## src/rtl/cp0_timer_gen_pkg.sv

```systemverilog
// rtl/cp0_timer_gen_pkg.sv - CP0 register ids, exception codes, instruction and EXL-op encodings
package cp0_timer_gen_pkg;

    typedef enum logic [2:0] {
        INSTR_NOP   = 3'd0,
        INSTR_MFC0  = 3'd1,
        INSTR_MTC0  = 3'd2,
        INSTR_ERET  = 3'd3,
        INSTR_OTHER = 3'd4
    } instr_t;

    typedef enum logic [1:0] {
        EXL_NONE  = 2'd0,
        EXL_ENTRY = 2'd1,
        EXL_ERET  = 2'd2
    } exlop_t;

    localparam logic [4:0] REG_BADVADDR = 5'd8;
    localparam logic [4:0] REG_COUNT    = 5'd9;
    localparam logic [4:0] REG_COMPARE  = 5'd11;
    localparam logic [4:0] REG_SR       = 5'd12;
    localparam logic [4:0] REG_CAUSE    = 5'd13;
    localparam logic [4:0] REG_EPC      = 5'd14;
    localparam logic [4:0] REG_PRID     = 5'd15;

    localparam logic [4:0] EXC_INT  = 5'd0;
    localparam logic [4:0] EXC_ADEL = 5'd4;
    localparam logic [4:0] EXC_ADES = 5'd5;

    localparam logic [31:0] COMPARE_RESET = 32'hFFFF_FFFF;

    function automatic logic [31:0] word_align(input logic [31:0] a);
        return a & ~32'd3;
    endfunction

endpackage

```

## src/rtl/cp0_timer_gen_timer.sv

```systemverilog
// rtl/cp0_timer_gen_timer.sv - Count/Compare timer with sticky TI pending bit
module cp0_timer
    import cp0_timer_gen_pkg::*;
(
    input  logic        clk,
    input  logic        reset,
    input  logic        count_we,
    input  logic        compare_we,
    input  logic [31:0] wdata,
    output logic [31:0] count,
    output logic [31:0] compare,
    output logic        ti
);

    always_ff @(posedge clk or posedge reset) begin
        if (reset) begin
            count   <= '0;
            compare <= COMPARE_RESET;
            ti      <= 1'b0;
        end else begin
            count <= count_we ? wdata : count + 32'd1;
            // A Compare write acknowledges the timer and beats a same-cycle match
            if (compare_we) begin
                compare <= wdata;
                ti      <= 1'b0;
            end else if (count == compare) begin
                ti <= 1'b1;
            end
        end
    end

endmodule

```

## src/rtl/cp0_timer_gen.sv

```systemverilog
// rtl/cp0_timer_gen.sv - M-stage coprocessor 0 with external interrupts, timer and BadVAddr
module cp0_timer_gen
    import cp0_timer_gen_pkg::*;
#(
    parameter int          NUM_HWINT = 6,
    parameter bit          TIMER_EN  = 1'b1,
    parameter logic [31:0] PRID_VAL  = 32'hbaad_face
) (
    input  logic                 clk,
    input  logic                 reset,
    input  logic [31:0]          MPC,
    input  logic                 MBD,
    input  instr_t               instr,
    input  logic [4:0]           regid,
    input  logic [31:0]          WData,
    input  logic [31:0]          BadAddr,
    input  logic [NUM_HWINT-1:0] HWINT,
    input  logic [4:0]           EXC,
    output logic [31:0]          RData,
    output logic [31:0]          EPC,
    output exlop_t               EXLOp,
    output logic                 TimerIRQ
);

    logic        exl, ie, bd;
    logic [7:2]  im, ip, ip_now;
    logic [4:0]  exc_code;
    logic [31:0] epc_q, badvaddr, count, compare;
    logic        ti;
    logic        interrupt, exception, entry, mtc0_we;

    // With six external lines and the timer, line 5 shares bit 7 with TI
    always_comb begin
        ip_now = '0;
        ip_now[2 +: NUM_HWINT] = HWINT;
        if (TIMER_EN) ip_now[7] = ip_now[7] | ti;
    end

    assign interrupt = (|(im & ip_now)) && ie && !exl;
    assign exception = (EXC != EXC_INT);
    assign entry     = interrupt || exception;
    assign mtc0_we   = (instr == INSTR_MTC0) && !entry;

    always_comb begin
        EXLOp = EXL_NONE;
        if (entry)                    EXLOp = EXL_ENTRY;
        else if (instr == INSTR_ERET) EXLOp = EXL_ERET;
    end

    generate
        if (TIMER_EN) begin : g_timer
            cp0_timer u_timer (
                .clk        (clk),
                .reset      (reset),
                .count_we   (mtc0_we && regid == REG_COUNT),
                .compare_we (mtc0_we && regid == REG_COMPARE),
                .wdata      (WData),
                .count      (count),
                .compare    (compare),
                .ti         (ti)
            );
        end else begin : g_no_timer
            assign count   = '0;
            assign compare = '0;
            assign ti      = 1'b0;
        end
    endgenerate

    always_ff @(posedge clk or posedge reset) begin
        if (reset) begin
            exl      <= 1'b0;
            ie       <= 1'b1;
            im       <= 6'b111111;
            ip       <= '0;
            exc_code <= EXC_INT;
            bd       <= 1'b0;
            epc_q    <= '0;
            badvaddr <= '0;
        end else begin
            ip <= ip_now;
            if (entry) begin
                exl      <= 1'b1;
                bd       <= MBD;
                exc_code <= interrupt ? EXC_INT : EXC;
                epc_q    <= word_align(MBD ? MPC - 32'd4 : MPC);
                if (!interrupt && (EXC == EXC_ADEL || EXC == EXC_ADES))
                    badvaddr <= BadAddr;
            end else if (instr == INSTR_ERET) begin
                exl      <= 1'b0;
                exc_code <= EXC_INT;
                bd       <= 1'b0;
            end else if (mtc0_we) begin
                case (regid)
                    REG_SR: begin
                        im  <= WData[15:10];
                        exl <= WData[1];
                        ie  <= WData[0];
                    end
                    REG_EPC: epc_q <= word_align(WData);
                    default: ;
                endcase
            end
        end
    end

    always_comb begin
        RData = '0;
        if (instr == INSTR_MFC0) begin
            case (regid)
                REG_BADVADDR: RData = badvaddr;
                REG_COUNT:    RData = count;
                REG_COMPARE:  RData = compare;
                REG_SR:       RData = {16'b0, im, 8'b0, exl, ie};
                REG_CAUSE:    RData = {bd, 15'b0, ip, 3'b0, exc_code, 2'b0};
                REG_EPC:      RData = epc_q;
                REG_PRID:     RData = PRID_VAL;
                default:      RData = '0;
            endcase
        end
    end

    assign EPC      = epc_q;
    assign TimerIRQ = ti;

endmodule

```

## config.mk

```make
export PLATFORM = sky130hd
export DESIGN_NAME = cp0_timer_gen
export DESIGN_NICKNAME = d
export VERILOG_FILES = /design/src/rtl/cp0_timer_gen_pkg.sv /design/src/rtl/cp0_timer_gen_timer.sv /design/src/rtl/cp0_timer_gen.sv
export SDC_FILE = /design/constraint.sdc
export NUM_CORES = 1
export LEC_CHECK = 0
export CAP_MARGIN = 20
export CORE_AREA = 5 5 190 192
export CTS_BUF_LIST = sky130_fd_sc_hd__clkbuf_4
export DETAILED_ROUTE_END_ITERATION = 12
export DIE_AREA = 0 0 195 197
export MAX_ROUTING_LAYER = met4
export PLACE_DENSITY_LB_ADDON = 0.2
export SLEW_MARGIN = 20
export SYNTH_ARGS = -nofsm -noshare
export SYNTH_HDL_FRONTEND = slang
export SYNTH_HIERARCHICAL = 1
export SYNTH_SLANG_ARGS = --single-unit
```

## constraint.sdc

```tcl
create_clock -name clk -period 2.9 [get_ports clk]
set_input_delay 0.435 -clock clk [delete_from_list [all_inputs] [get_ports clk]]
set_output_delay 0.435 -clock clk [all_outputs]
set_load 0.05 [all_outputs]
```

==> results.md <==
- Die height: 197 um
- Maximum clock path buffer count: 2
- Yosys top cell by area: dfrtp_1
- Final Max Tran Viols: 0
- Clock network power share: 27.3%
- Post-Synthesis Cells: 798
- Die W: 195 um
- Die area: 38400 um^2
- Root Driver: clkbuf_4
- CTS clk-pin slew, worst paths: 0.16 ns
- Core box area: 34200 um^2
- Synth-to-Final Area Change: 44.2%
- Avg Cell Area, Syn: 10.5 um^2
- GRT Util Overall: 17.3%
- CP Depth: 7
- Sw Share: 33.5%
- Post-route design area: 12100 um^2
- Internal: 0.00303 W
- Vias: 7654
- CTS Hold Buffers Added: 0
- Placed cell area: 11600 um^2
- Fin crit period: 2.77 ns
- Sequential share of power: 53.5%
- Fmax: 361 MHz
- Cells on worst reg2reg path: 8
- EDFF count, synth: 0
- Worst-path cell chain: clkdlybuf4s50_1 -> or3_1 -> or3_1 -> nor2_4 -> inv_1 -> nor2_1 -> buf_12
- Unrepaired setup endpoints after global routing: false
- Initial core utilization: 24.5%
- Initial antenna violation count: 1
- Initial DRC count: 525
- Vias per inst: 5.09
- Switching Power: 0.00152 W
- Row cnt: 68
- Final Skew: 0.0275 ns
- CTS H-tree lvls: 4
- YS warnings: 6
- Slowest CP cell: clkdlybuf4s50_1
- Seq cells post-synth: 147
- Fin. Hold Viols: 0
- Share of the synthesized area in the top cell type: 32.3%
- Most common cell in the netlist: dfrtp_1
- Fin nets: 1154
- Drt total wl: 33700 um
- Worst Setup Path Type: in -> out
- Fin crit share: 95.5%
- Crit-path max cell delay: 0.45 ns
- Post-Syn Area: 8380 um^2
- Worst-Skew Late Latency: 0.55 ns
- Crit. End Element: primary output
- Setup slack, reg-to-reg: 0.50 ns
- First-pass GRT wire length: 49900 um
- Worst-Margin Slew: 0.710 ns
- Max-cap viol count: 0
- Overflow after GRT: 0
- Arrival time worst endpoint: 2.34 ns
- Slew headroom: 52.3%
- Pre-CTS setup slack: -0.0245 ns
- CP delay by family, top: simple AND/OR/NAND/NOR gates
- Synth area leaders: dfrtp_1 (32%), dfstp_2 (12%), mux2_2 (9.5%)
- Leakage: 4.53 nW
- Sink Count: 147
- Class of the tightest hold or removal check: in -> async
- Fraction of registers with async set/reset: 100%
- TritonCTS clock tree: built
- Port Buf Inserts: 180
- R2r endpoint: im[6]
- Worst setup margin: 0.129 ns
- PwrDens: 377 nW/um^2
- Maximum fanout along the worst path: 5
- Most frequent cells after synthesis: dfrtp_1 (108), mux2_2 (71), clkbuf_1 (48), xnor2_1 (47), nand2_1 (45)
- IO Pins: 185
- DR pass1 iterations: 8
- # DRC: 0
- Req. time, crit path: 2.47 ns
- Endpoints failing setup: 0
- Layout cells sized above 1: 28.9%
- Peak supply drop: 0.000215 V
- Status: complete, no violations
- Num CTS Buffers: 17
- Netlist cell types: 53
- Vias in the first global route: 7857
- Largest net degree at the start of global routing: 45
- Dpl hpwl: 25000 um
- Remaining antenna violation count after routing: 0
- R2r startpoint: im[3]
- Register area share after synthesis: 44.5%
- Crit path buffers/inverters: 3
- Post-synth top flop: dfrtp_1
- Combinational power share: 19.2%
- Crit path top cell by count: or3_1
- Wirelength per Cell: 22.4 um
- Gpl congestion: 0.811
- Worst setup SP type: input port
[metal layers]
metal	track usage, %	part of all wire, %	up-vias
met5	-	0	-
met4	4.55	1.8	0
met3	2.46	4.0	28
met2	27.5	47	237
met1	23.5	47	3849
li1	-	-	3540
[cell type report]
class                   instances  area, um^2
diodes                          1        2.50
repair buffers                280        3060
flip-flops and latches        147        3730
multi-input cells             579        4430
clock inverters                15         125
well taps                     455         569
fillers                      3531       22100
inverters                       9        35.0
clock buffers                  17         128
[worst register-to-register path: cells and delay by family, from the launching register on]
kind / cells / cell delay [ns]
compound gates: 2 / 0.47
flops: 1 / 0.40
buf+inv: 4 / 0.82
simple gates: 1 / 0.31
mux: 1 / 0.34
[sequential cells by signal, indices dropped and copies added, names as in the netlist, 5 cells and up]
name                     count
badvaddr                    32
g_timer.u_timer/count       32
ip                           6
g_timer.u_timer/compare     32
exc_code                     5
EPC                         30
im                           6
[layout by cell type, fill, tap and decap left out, types with 15 or more instances in the layout]
cell / Yosys / final
clkdlybuf4s50_1: 0 / 141
dfrtp_1: 108 / 108
buf_4: 4 / 87
mux2_2: 71 / 71
xnor2_1: 47 / 47
nand2_1: 45 / 45
a21oi_1: 44 / 44
buf_12: 0 / 41
dfstp_2: 39 / 39
a22oi_1: 36 / 36
xor2_1: 28 / 28
mux2i_1: 27 / 27
a31oi_1: 26 / 25
o21ai_1: 21 / 21
nand4_1: 21 / 21
a222oi_1: 20 / 20
o21ai_0: 20 / 19
and4_1: 19 / 19
clkbuf_4: 0 / 17
a2111oi_0: 16 / 16
nand3_1: 15 / 15
[power by group through the flow]
stage                     sequential, W  combinational [W]  clock [W]
after floorplan                 0.00248           0.000367          0
after global placement          0.00248           0.000865          0
after detailed placement        0.00247           0.000870          0
after CTS                       0.00244           0.000876    0.00130
after global routing            0.00247           0.000941    0.00138
final                           0.00244           0.000874    0.00125
[cell families after synthesis]
group | synth area share [%]
xor gates and xnor gates | 7.84
buffers and inverters | 3.67
other | 0.0448
adders and majority gates | 0.299
muxes | 13.2
and+or+nand+nor | 14.4
AOI/OAI and AO/OA | 16.1
DFF | 44.5
[what timing repair did]
action                                  CTS  global route
cloned                                    0             3
pin swaps                                 1             5
buffers inserted                          1             3
endpoints found under the setup margin    2            25
resized for setup                         4            14
hold endpoints to repair                  0             0
[metrics by stage]
| stage | instances | hold slack, ns | TNS, ns | total power, W | utilization (%) |
|---|---|---|---|---|---|
| finish | 1503 | 0.272 | 0 | 0.00456 | 35.3 |
| detailed placement | 1463 | 0.495 | -0.0245 | 0.00334 | 34.0 |
| CTS | 1496 | 0.265 | 0 | 0.00461 | 34.9 |
| global route | 1503 | 0.265 | 0 | 0.00478 | 35.3 |
| global placement | 1463 | 0.488 | -0.0586 | 0.00334 | 34.0 |
| floorplan | 799 | 0.466 | -1.45 | 0.00285 | - |
[how the worst max path moves through the flow]
stage | from | to | slack (ns)
global route | im[3] | EXLOp[1] | 0.002
floorplan | EXC[3] | g_timer.u_timer/compare[10] | -0.05
detailed placement | HWINT[1] | EXLOp[0] | -0.02
finish | EXC[3] | EXLOp[1] | 0.13
global placement | HWINT[1] | EXLOp[0] | -0.04
CTS | im[3] | EXLOp[0] | 0.005
Note: power is estimated with default switching activity, not from simulation.
==> RTL change (config.mk and constraints unchanged) <==
The parameter `TIMER_EN` goes from 1'b1 to 1'b0.
--- a/src/rtl/cp0_timer_gen.sv
+++ b/src/rtl/cp0_timer_gen.sv
@@ -5,3 +5,3 @@
     parameter int          NUM_HWINT = 6,
-    parameter bit          TIMER_EN  = 1'b1,
+    parameter bit          TIMER_EN  = 1'b0,
     parameter logic [31:0] PRID_VAL  = 32'hbaad_face
Function: changed (a bounded check fails within 4 cycles, from zero or initial values and one cycle with reset high).
==> RTL change against the unedited design <==
Final area fell by 34%; power fell by 36%; synthesized area fell by 43%; first-iteration DRC count fell by 60%; worst setup slack improved by 88 ps; critical path depth did not move; routed wire length fell by 33%; final cell count fell by 25%; global-route usage fell by 5.5 points; sequential cell count fell by 65; largest power group unchanged.
==> RTL change: results (changes against the unedited design) <==
- The number of fillers in the final layout was 3734 (was 3531).
- The internal portion of total power is 2.00 mW (was 3.03 mW).
- The largest net degree at the start of global routing is 83 (was 45).
- The power spent charging and discharging nets is 0.935 mW (was 1.52 mW).
- The signal arrival time at the worst endpoint is 2250 ps (was 2340 ps).
- The cell area after synthesis is 0.00481 mm2 (was 0.00838 mm2).
- The multi-input gate area in the final layout is 0.00255 mm2 (was 0.00443 mm2).
- The H-tree depth came to 3 (was 4).
- The layout multi-input combinational cell count is 335 (was 579).
- The wire length on met3 is 1030 um (was 1360 um).
- The post-cts repair resize count is 0 (was 4).
- The power in combinational cells was 0.687 mW (was 0.874 mW).
- The mean instance size in the synthesized netlist is 10.5 um2 (about the same).
- The worst IR drop on VDD is 0.000221 V (was 0.000215 V).
- The detailed route wirelength on metal2 is 10400 um (was 15900 um).
- The post-CTS setup buffer count is 0 (was 1).
- The placed cell count came to 1115 (was 1463).
- The met1 usage was 0.158 (was 0.235).
- The kind of cell with the highest combined delay on the critical path is buffers and inverters (was simple AND/OR/NAND/NOR gates).
- The non-clock buffer count in the final layout is 237 (was 280).
- The portion of the clock cycle consumed by the worst path in the final layout was 0.925 (was 0.955).
- The worst slack at placement came to -13.1 ps (was -24.5 ps).
- The fraction of the mapped netlist area in adder cells is 0.00260 (was 0.00299).
- The number of port buffers was 179 (was 180).
- Status: finished clean (unchanged).
-- RTL change: cell count changes after synthesis, moves of 19 or more --
cell / unedited run / this run
sky130_fd_sc_hd__xor2_1: 28 / 9
sky130_fd_sc_hd__o21ai_1: 21 / 0
sky130_fd_sc_hd__dfrtp_1: 108 / 75
sky130_fd_sc_hd__nand2_1: 45 / 15
sky130_fd_sc_hd__clkbuf_1: 48 / 24
sky130_fd_sc_hd__xnor2_1: 47 / 5
sky130_fd_sc_hd__dfstp_2: 39 / 7
sky130_fd_sc_hd__mux2_2: 71 / 43
-- RTL change: how the worst max path moves through the flow --
stage | cells past startpoint | start | end
2_1_floorplan | 6 | regid[1] | RData[27]
3_3_place_gp | 5 | MPC[16] | EPC[26]
3_5_place_dp | 5 | MPC[16] | EPC[26]
4_1_cts | 7 | regid[1] | RData[16]
5_1_grt | 7 | regid[1] | RData[16]
6_report | 7 | regid[1] | RData[16]
